### src/rtl/midi_pkg.sv
// midi_pkg: shared MIDI status constants, message word type and FSM state encodings.
package midi_pkg;
    localparam int MIDI_BAUD = 31250;
    localparam logic [7:0] ST_NOTE_OFF = 8'h80;
    localparam logic [7:0] ST_PROG     = 8'hC0;
    localparam logic [7:0] ST_CHPRESS  = 8'hD0;
    localparam logic [7:0] ST_SYS      = 8'hF0;
    localparam logic [7:0] ST_RT       = 8'hF8;
    typedef logic [23:0] midi_msg_t;
    typedef enum logic [2:0] {U_IDLE, U_START, U_DATA, U_STOP, U_WAIT_HIGH} uart_state_t;
    typedef enum logic [1:0] {WAIT_STATUS, WAIT_D1, WAIT_D2} parse_state_t;
    // Program change and channel pressure carry a single data byte.
    function automatic logic is_two_byte(input logic [7:0] st);
        return st >= ST_PROG && st < ST_CHPRESS + 8'h10;
    endfunction
endpackage

### src/rtl/midi_uart_rx.sv
// midi_uart_rx: synchronised oversampling UART receiver, emits byte_vld / frame_err pulses.
module midi_uart_rx
    import midi_pkg::*;
#(
    parameter int CLK_HZ = 50000000,
    parameter int BAUD   = MIDI_BAUD
) (
    input  logic       clk,
    input  logic       rst_n,
    input  logic       midi_rx,
    output logic [7:0] data,
    output logic       byte_vld,
    output logic       frame_err
);
    localparam int BIT_DIV = CLK_HZ / BAUD;
    localparam int CW = $clog2(BIT_DIV);
    localparam logic [CW-1:0] FULL = CW'(BIT_DIV - 1);
    localparam logic [CW-1:0] HALF = CW'(BIT_DIV / 2 - 1);
    uart_state_t state, nxt;
    logic sync1, rx, rx_d;
    logic [CW-1:0] cnt;
    logic [2:0] idx;
    logic [7:0] shreg;
    logic tick, fall;
    assign tick = (state == U_START) ? cnt == HALF : cnt == FULL;
    assign fall = rx_d && !rx;
    assign data = shreg;
    always_ff @(posedge clk or negedge rst_n) begin
        if (!rst_n) begin
            sync1 <= 1'b1;
            rx    <= 1'b1;
            rx_d  <= 1'b1;
            state <= U_IDLE;
        end else begin
            sync1 <= midi_rx;
            rx    <= sync1;
            rx_d  <= rx;
            state <= nxt;
        end
    end
    always_comb begin
        nxt = state;
        case (state)
            U_IDLE:      nxt = fall ? U_START : U_IDLE;
            U_START:     nxt = !tick ? U_START : (rx ? U_IDLE : U_DATA);
            U_DATA:      nxt = (tick && idx == 3'd7) ? U_STOP : U_DATA;
            U_STOP:      nxt = !tick ? U_STOP : (rx ? U_IDLE : U_WAIT_HIGH);
            U_WAIT_HIGH: nxt = rx ? U_IDLE : U_WAIT_HIGH;
            default:     nxt = U_IDLE;
        endcase
    end
    always_comb begin
        byte_vld  = state == U_STOP && tick && rx;
        frame_err = state == U_STOP && tick && !rx;
    end
    // The period counter restarts at every sample point and idles at zero.
    always_ff @(posedge clk or negedge rst_n) begin
        if (!rst_n) begin
            cnt   <= '0;
            idx   <= '0;
            shreg <= '0;
        end else begin
            cnt <= (tick || state == U_IDLE || state == U_WAIT_HIGH) ? '0 : cnt + 1'b1;
            idx <= (state == U_START) ? 3'd0 : (state == U_DATA && tick) ? idx + 3'd1 : idx;
            if (state == U_DATA && tick) shreg <= {rx, shreg[7:1]};
        end
    end
endmodule

### src/rtl/midi_rx_parser.sv
// midi_rx_parser: assembles MIDI channel-voice messages (with running status)
// from the serial line into a 24-bit word with a one-cycle ready strobe.
module midi_rx_parser
    import midi_pkg::*;
#(
    parameter int CLK_HZ = 50000000,
    parameter int BAUD   = MIDI_BAUD
) (
    input  logic        CLK,
    input  logic        RST_N,
    input  logic        MIDI_RX,
    output logic [23:0] MIDI_MSG,
    output logic        MIDI_MSG_RDY,
    output logic        FRAME_ERR
);
    logic [7:0] b, rs, d1;
    logic vld, rs_vld, is_ch, is_sys, take_d1, take_d2, emit;
    midi_msg_t msg_nxt;
    parse_state_t state, nxt;
    midi_uart_rx #(.CLK_HZ(CLK_HZ), .BAUD(BAUD)) u_uart (
        .clk(CLK), .rst_n(RST_N), .midi_rx(MIDI_RX),
        .data(b), .byte_vld(vld), .frame_err(FRAME_ERR)
    );
    assign is_ch   = b >= ST_NOTE_OFF && b < ST_SYS;
    assign is_sys  = b >= ST_SYS && b < ST_RT;
    assign take_d1 = !b[7] && (state == WAIT_D1 || (state == WAIT_STATUS && rs_vld));
    assign take_d2 = !b[7] && state == WAIT_D2;
    always_ff @(posedge CLK or negedge RST_N) begin
        if (!RST_N) state <= WAIT_STATUS;
        else        state <= nxt;
    end
    // Real-time bytes match none of the branches and leave everything untouched.
    always_comb begin
        nxt = state;
        if (vld)
            nxt = is_ch   ? WAIT_D1 :
                  is_sys  ? WAIT_STATUS :
                  take_d1 ? (is_two_byte(rs) ? WAIT_STATUS : WAIT_D2) :
                  take_d2 ? WAIT_STATUS : state;
    end
    always_comb begin
        emit    = vld && (take_d2 || (take_d1 && is_two_byte(rs)));
        msg_nxt = take_d2 ? {rs, d1, b} : {rs, b, 8'h00};
    end
    always_ff @(posedge CLK or negedge RST_N) begin
        if (!RST_N) begin
            rs           <= '0;
            rs_vld       <= 1'b0;
            d1           <= '0;
            MIDI_MSG     <= '0;
            MIDI_MSG_RDY <= 1'b0;
        end else begin
            MIDI_MSG_RDY <= emit;
            if (emit) MIDI_MSG <= msg_nxt;
            if (vld && is_ch) begin
                rs     <= b;
                rs_vld <= 1'b1;
            end
            if (vld && is_sys) rs_vld <= 1'b0;
            if (vld && take_d1) d1 <= b;
        end
    end
endmodule

### config.mk
export PLATFORM = sky130hd
export DESIGN_NAME = midi_rx_parser
export DESIGN_NICKNAME = d
export VERILOG_FILES = /design/src/rtl/midi_pkg.sv /design/src/rtl/midi_uart_rx.sv /design/src/rtl/midi_rx_parser.sv
export SDC_FILE = /design/constraint.sdc
export NUM_CORES = 1
export LEC_CHECK = 0
export CORE_MARGIN = 2
export CORE_UTILIZATION = 35
export DETAILED_ROUTE_END_ITERATION = 10
export GPL_ROUTABILITY_DRIVEN = 0
export MAX_ROUTING_LAYER = met4
export PLACE_DENSITY_LB_ADDON = 0.2
export SLEW_MARGIN = 20
export SYNTH_ARGS = -nofsm -noshare
export SYNTH_HDL_FRONTEND = slang
export SYNTH_SLANG_ARGS = --single-unit
export TNS_END_PERCENT = 1
### constraint.sdc
create_clock -name CLK -period 7 [get_ports CLK]
set_clock_uncertainty 0.1 [all_clocks]
set_input_delay 1.4 -clock CLK [delete_from_list [all_inputs] [get_ports CLK]]
set_output_delay 1.4 -clock CLK [all_outputs]
set_load 0.01 [all_outputs]
Yosys cells after proc, flatten, opt, wreduce, memory -nomap -nowiden --
Cells that the tools add are included.
Cells by class: add/subtract/negate cells 2, magnitude comparators 6, equal/unequal tests 9, multiplexer cells 19, reduce and logical (&&, ||, !) cells 29
Operators by type and width (count):
- 8-bit greater-or-equal comparator, second input constant | 3
- 8-bit < comparator, second input constant | 3
- 1-bit logical AND | 17
- 16-bit two-way mux | 1
- 3-bit two-way mux | 5
- 3-bit one-hot mux with 5 select lines | 1
- 2-bit two-way mux | 6
- 11-bit by 1-bit adder with 11-bit output, second input constant | 1
- 11-bit by 10-bit == test with 1-bit output, second input constant | 1
- 11-bit == test, second input constant | 1
- 11-bit two-way mux | 1
- 3-bit by 2-bit == test with 1-bit output, second input constant | 2
- 3-bit == test, second input constant | 2
- 1-bit two-way mux | 5
- 1-bit logical OR | 4
- 2-bit nonzero test | 2
- 4-bit nonzero test | 1
- 3-bit by 1-bit adder with 3-bit output, second input constant | 1
- 3-bit by 1-bit == test with 1-bit output, second input constant | 1
- 3-bit logical NOT | 1
- 2-bit by 1-bit == test with 1-bit output, second input constant | 1
- 2-bit == test, second input constant | 1
- 1-bit logical NOT | 2
- 2-bit logical NOT | 1
- 2-bit AND reduction | 1
Storage, ports and cells: flip-flop bits (word level) 72, output and inout bits 26, logic and storage cells 78

Depth between registers and ports, before layout --
word-level depth 7, gate-level depth with buffers 7

By module --
From an unflattened synthesis, not the netlist that was laid out.
Second synthesis, totals: cells, all modules 263, area, all modules 3139.3 µm²
By module, submodules not included:
- midi_rx_parser | times used 1, cells an instance 148, area each 1826.8 µm², seq. area each 1101.1 µm²
- midi_uart_rx | times used 1, cells an instance 115, area each 1312.5 µm², seq. area each 704.4 µm²

Worst setup path after synthesis --
No wires, ideal clock.
kind register to output, start register u_uart.cnt[5], end output port FRAME_ERR, arrival 1543 ps, data required time 5500 ps, setup slack 3957 ps, cell stages (with the launch flop) 4, buffers on the path 0, path through dfrtp_1 -> or3b_2 -> mux2i_1 -> and4b_1
On the way: longest elaborated chain between the ends 4, elaborated cells on any way between the ends 5
RTL lines:
- from (decl) | RTL line midi_uart_rx.sv:21 | logic [CW-1:0] cnt;
- from (signal assigned) | RTL line midi_uart_rx.sv:63 | cnt <= (tick || state == U_IDLE || state == U_WAIT_HIGH) ? '0 : cnt + 1'b1;
- 11-bit == test / 11-bit by 10-bit == test with 1-bit output (equally long branches) | RTL line midi_uart_rx.sv:25 | assign tick = (state == U_START) ? cnt == HALF : cnt == FULL;
- 1-bit two-way mux * | RTL line midi_uart_rx.sv:25
- 1-bit logical AND * (2 in series) | RTL line midi_uart_rx.sv:54 | frame_err = state == U_STOP && tick && !rx;
- to (decl) | RTL line midi_rx_parser.sv:14 | output logic FRAME_ERR
Mark *: on every way between the ends. The rest lies on a longest branch, timed or not.

Worst setup path in the final report --
Same ends and word-level chain as after synthesis.

==> flow_summary.json <==
{
  "ys_seq_area_share_pct": 57.4,
  "vias_per_cell": 5.03,
  "finalHoldViolations": 0,
  "cts_tree": "done",
  "cp_num_buf_inv": 1,
  "synth_area_um2": 3140,
  "clkPwrFrac_pct": 43.9,
  "status": "finished, final reports clean",
  "max_freq_mhz": 247,
  "crit_fanout": 8,
  "fin_crit_sh_pct": 57.9,
  "fin_crit_ns": 4.05,
  "wl_per_cell_um": 14.9,
  "dpl_cell_area_um2": 3530,
  "ant_nets": 0,
  "clockBufferDepth": 2,
  "grt_antenna_before_repair": 0,
  "fin_cells": 384,
  "die_area_um2": 9750,
  "fin_tns_setup_ns": 0,
  "critPathLaunch": "u_uart.cnt[5]",
  "slowest_stage": "clkdlybuf4s50_1",
  "cts_num_sinks": 72,
  "cts_setup_buffers": 0,
  "io_pins": 29,
  "slew_headroom_pct": 39.6,
  "final_core_util_pct": 43.2,
  "r2r-start": "u_uart.cnt[5]",
  "portBuffers": 28,
  "path_depth": 4,
  "power_frac_seq_pct": 50.1,
  "fillers": 824,
  "grt.overflow.total": 0,
  "die_w_um": 98.8,
  "synthFlopType": "dfrtp_1",
  "cts_root_buffer": "clkbuf_8",
  "die_h_um": 98.8,
  "final_common_cell": "dfrtp_1",
  "hold_class": "reg2reg",
  "regArea_um2": 1810,
  "syn_avg_cell_area_um2": 13.3,
  "power.switching_uw": 218,
  "timing.rr.end": "MIDI_MSG[23]",
  "numCtsBuffers": 9,
  "swShare_pct": 23.7,
  "multi_input_area_um2": 1270,
  "final_cell_mix": "dfrtp_1 (69), mux2_2 (42), clkdlybuf4s50_1 (27)",
  "placed_cells": 368,
  "drv_cap": 0,
  "ir_drop_mv": 0.112,
  "synth.area.top_cells": "dfrtp_1 (55%), mux2_2 (15%), dfstp_2 (2.5%), nor2_1 (2.0%), nor4_4 (2.0%)",
  "ys_warn_count": 0,
  "synth_compound_area_share_pct": 5.37,
  "core-area_um2": 8720,
  "grt_usage_pct": 13.5,
  "comb_power_share_pct": 6.0,
  "syn_inst": 237,
  "powerDensity_nw_per_um2": 243,
  "synth_top_family_by_area": "multiplexers",
  "htreeDepth": 3,
  "initial_core_util_pct": 36.0,
  "n_antenna_cell": 0,
  "drv_slew": 0,
  "fin_area_um2": 3770,
  "fin_nets": 277,
  "yosys.area_share.simple_pct": 13.5,
  "std_cell_rows": 34,
  "start_kind": "flop",
  "rr_worst_depth": 4,
  "synthAdderAreaFrac_pct": 1.19,
  "synthMuxAreaShare_pct": 17.8,
  "synth-seq-cells": 72,
  "drive_gt1_share_pct": 26.8,
  "vias": 1932,
  "intPower_uw": 699,
  "setup_violations": 0,
  "synth-edff-count": 0,
  "drt_pass1_iterations": 5,
  "min_path_cells": 0,
  "p_total_uw": 917,
  "cp_data_required_time_ns": 5.50,
  "cp-endpoint": "FRAME_ERR",
  "synth-xor-area-share_pct": 2.51,
  "synth_nets": 243,
  "path_class": "reg2out",
  "grt_first_pass_wirelength_um": 10100,
  "cp-end-kind": "output port",
  "drt_first_iter_violations": 93,
  "drc": 0,
  "crit_family": "simple AND/OR/NAND/NOR gates",
  "dp_hpwl_um": 3630,
  "r2r_setup_slack_ns": 4.16,
  "worst_pin_slew_ns": 0.906,
  "routed_wl_um": 5730,
  "synth_cell_types": 47,
  "crit_chain": "or3b_2, mux2i_1, and4b_1, clkdlybuf4s50_1",
  "rsz0062_at_grt": "false",
  "clock_latency_ns": 0.34,
  "yosys.area.top_type": "dfrtp_1",
  "area_growth_pct": 19.9,
  "power.leakage_nw": 1.77,
  "holdBufCountCts": 0,
  "synth_largest_type_area_fraction_pct": 54.9,
  "critPathMaxStageDelay_ns": 0.53,
  "clkTransAtPathRegs_ns": 0.08,
  "grt_max_degree": 73,
  "post_cts_resized": 0,
  "async_reset_ff_share_pct": 100,
  "cp.arrival_ns": 2.55,
  "grt_pass1_vias": 1994
}
metal layers:
metal  part of all wire (%)  track usage, %  vias to the layer above
li1                       -               -                      930
met1                     54            19.4                      960
met2                     41            17.5                       32
met3                    2.8            2.84                       10
met4                    2.2            7.59                        0
met5                      0               -                        -
Yosys cell counts, types with 4 or more instances:
cell type	count
nand4_1	6
nand2_1	8
dfrtp_1	69
mux2_2	42
a22o_1	7
xnor2_1	5
mux2i_1	4
inv_1	7
nor2_1	17
nor3_1	4
o21ai_0	4
xor2_1	4
nand3_1	6
per-stage QoR:
stage,hold slack [ns],setup slack (ns)
after floorplan,0.245,3.96
after global placement,0.247,3.36
after detailed placement,0.247,3.32
after CTS,0.258,2.93
after global routing,0.269,2.85
final,0.257,2.95
final cells by class:
type / count / area share, %
tap: 108 / 3.59
clock buffer: 10 / 3.39
sequential: 72 / 47.9
multi-input combinational: 151 / 33.7
inverter: 7 / 0.697
clock inverter: 6 / 3.05
timing repair buffer: 30 / 7.70
kinds of logic (layout without fill, tap and decap cells):
logic type,Yosys count,after routing
AOI/OAI and AO/OA,23,23
xor gates and xnor gates,9,9
adders and majority gates,3,3
buffers and inverters,14,53
DFF,72,72
muxes,49,49
and+or+nand+nor,67,67
how the worst min path moves through the flow:
stage	slack, ns	startpoint	to
6_report	0.26	u_uart.sync1	u_uart.rx
5_1_grt	0.27	u_uart.sync1	u_uart.rx
4_1_cts	0.26	u_uart.sync1	u_uart.rx
3_5_place_dp	0.25	u_uart.sync1	u_uart.rx
3_3_place_gp	0.25	u_uart.sync1	u_uart.rx
2_1_floorplan	0.25	u_uart.sync1	u_uart.rx
registers in the layout, indices dropped and copies added (netlist names):
| name | count |
|---|---|
| rs | 8 |
| MIDI_MSG_RDY | 1 |
| u_uart.idx | 3 |
| d1 | 8 |
| MIDI_MSG | 24 |
| u_uart.rx_d | 1 |
| state | 2 |
| rs_vld | 1 |
| u_uart.state | 3 |
| u_uart.sync1 | 1 |
| u_uart.cnt | 11 |
| u_uart.data | 8 |
| u_uart.rx | 1 |
power groups by stage:
stage	logic [mW]	registers, mW	clock network [mW]
after floorplan	0.0409	0.463	0
after global placement	0.0564	0.466	0
after detailed placement	0.0558	0.468	0
after CTS	0.0567	0.460	0.411
after global routing	0.0656	0.463	0.430
final	0.0548	0.459	0.403
worst reg2reg max path: cells and delay by family, from the launching register on:
kind          cells  cell delay [ns]
mux               2             0.78
flops             1             0.46
simple gates      2             1.38
Power figures use the tool's default switching activity.
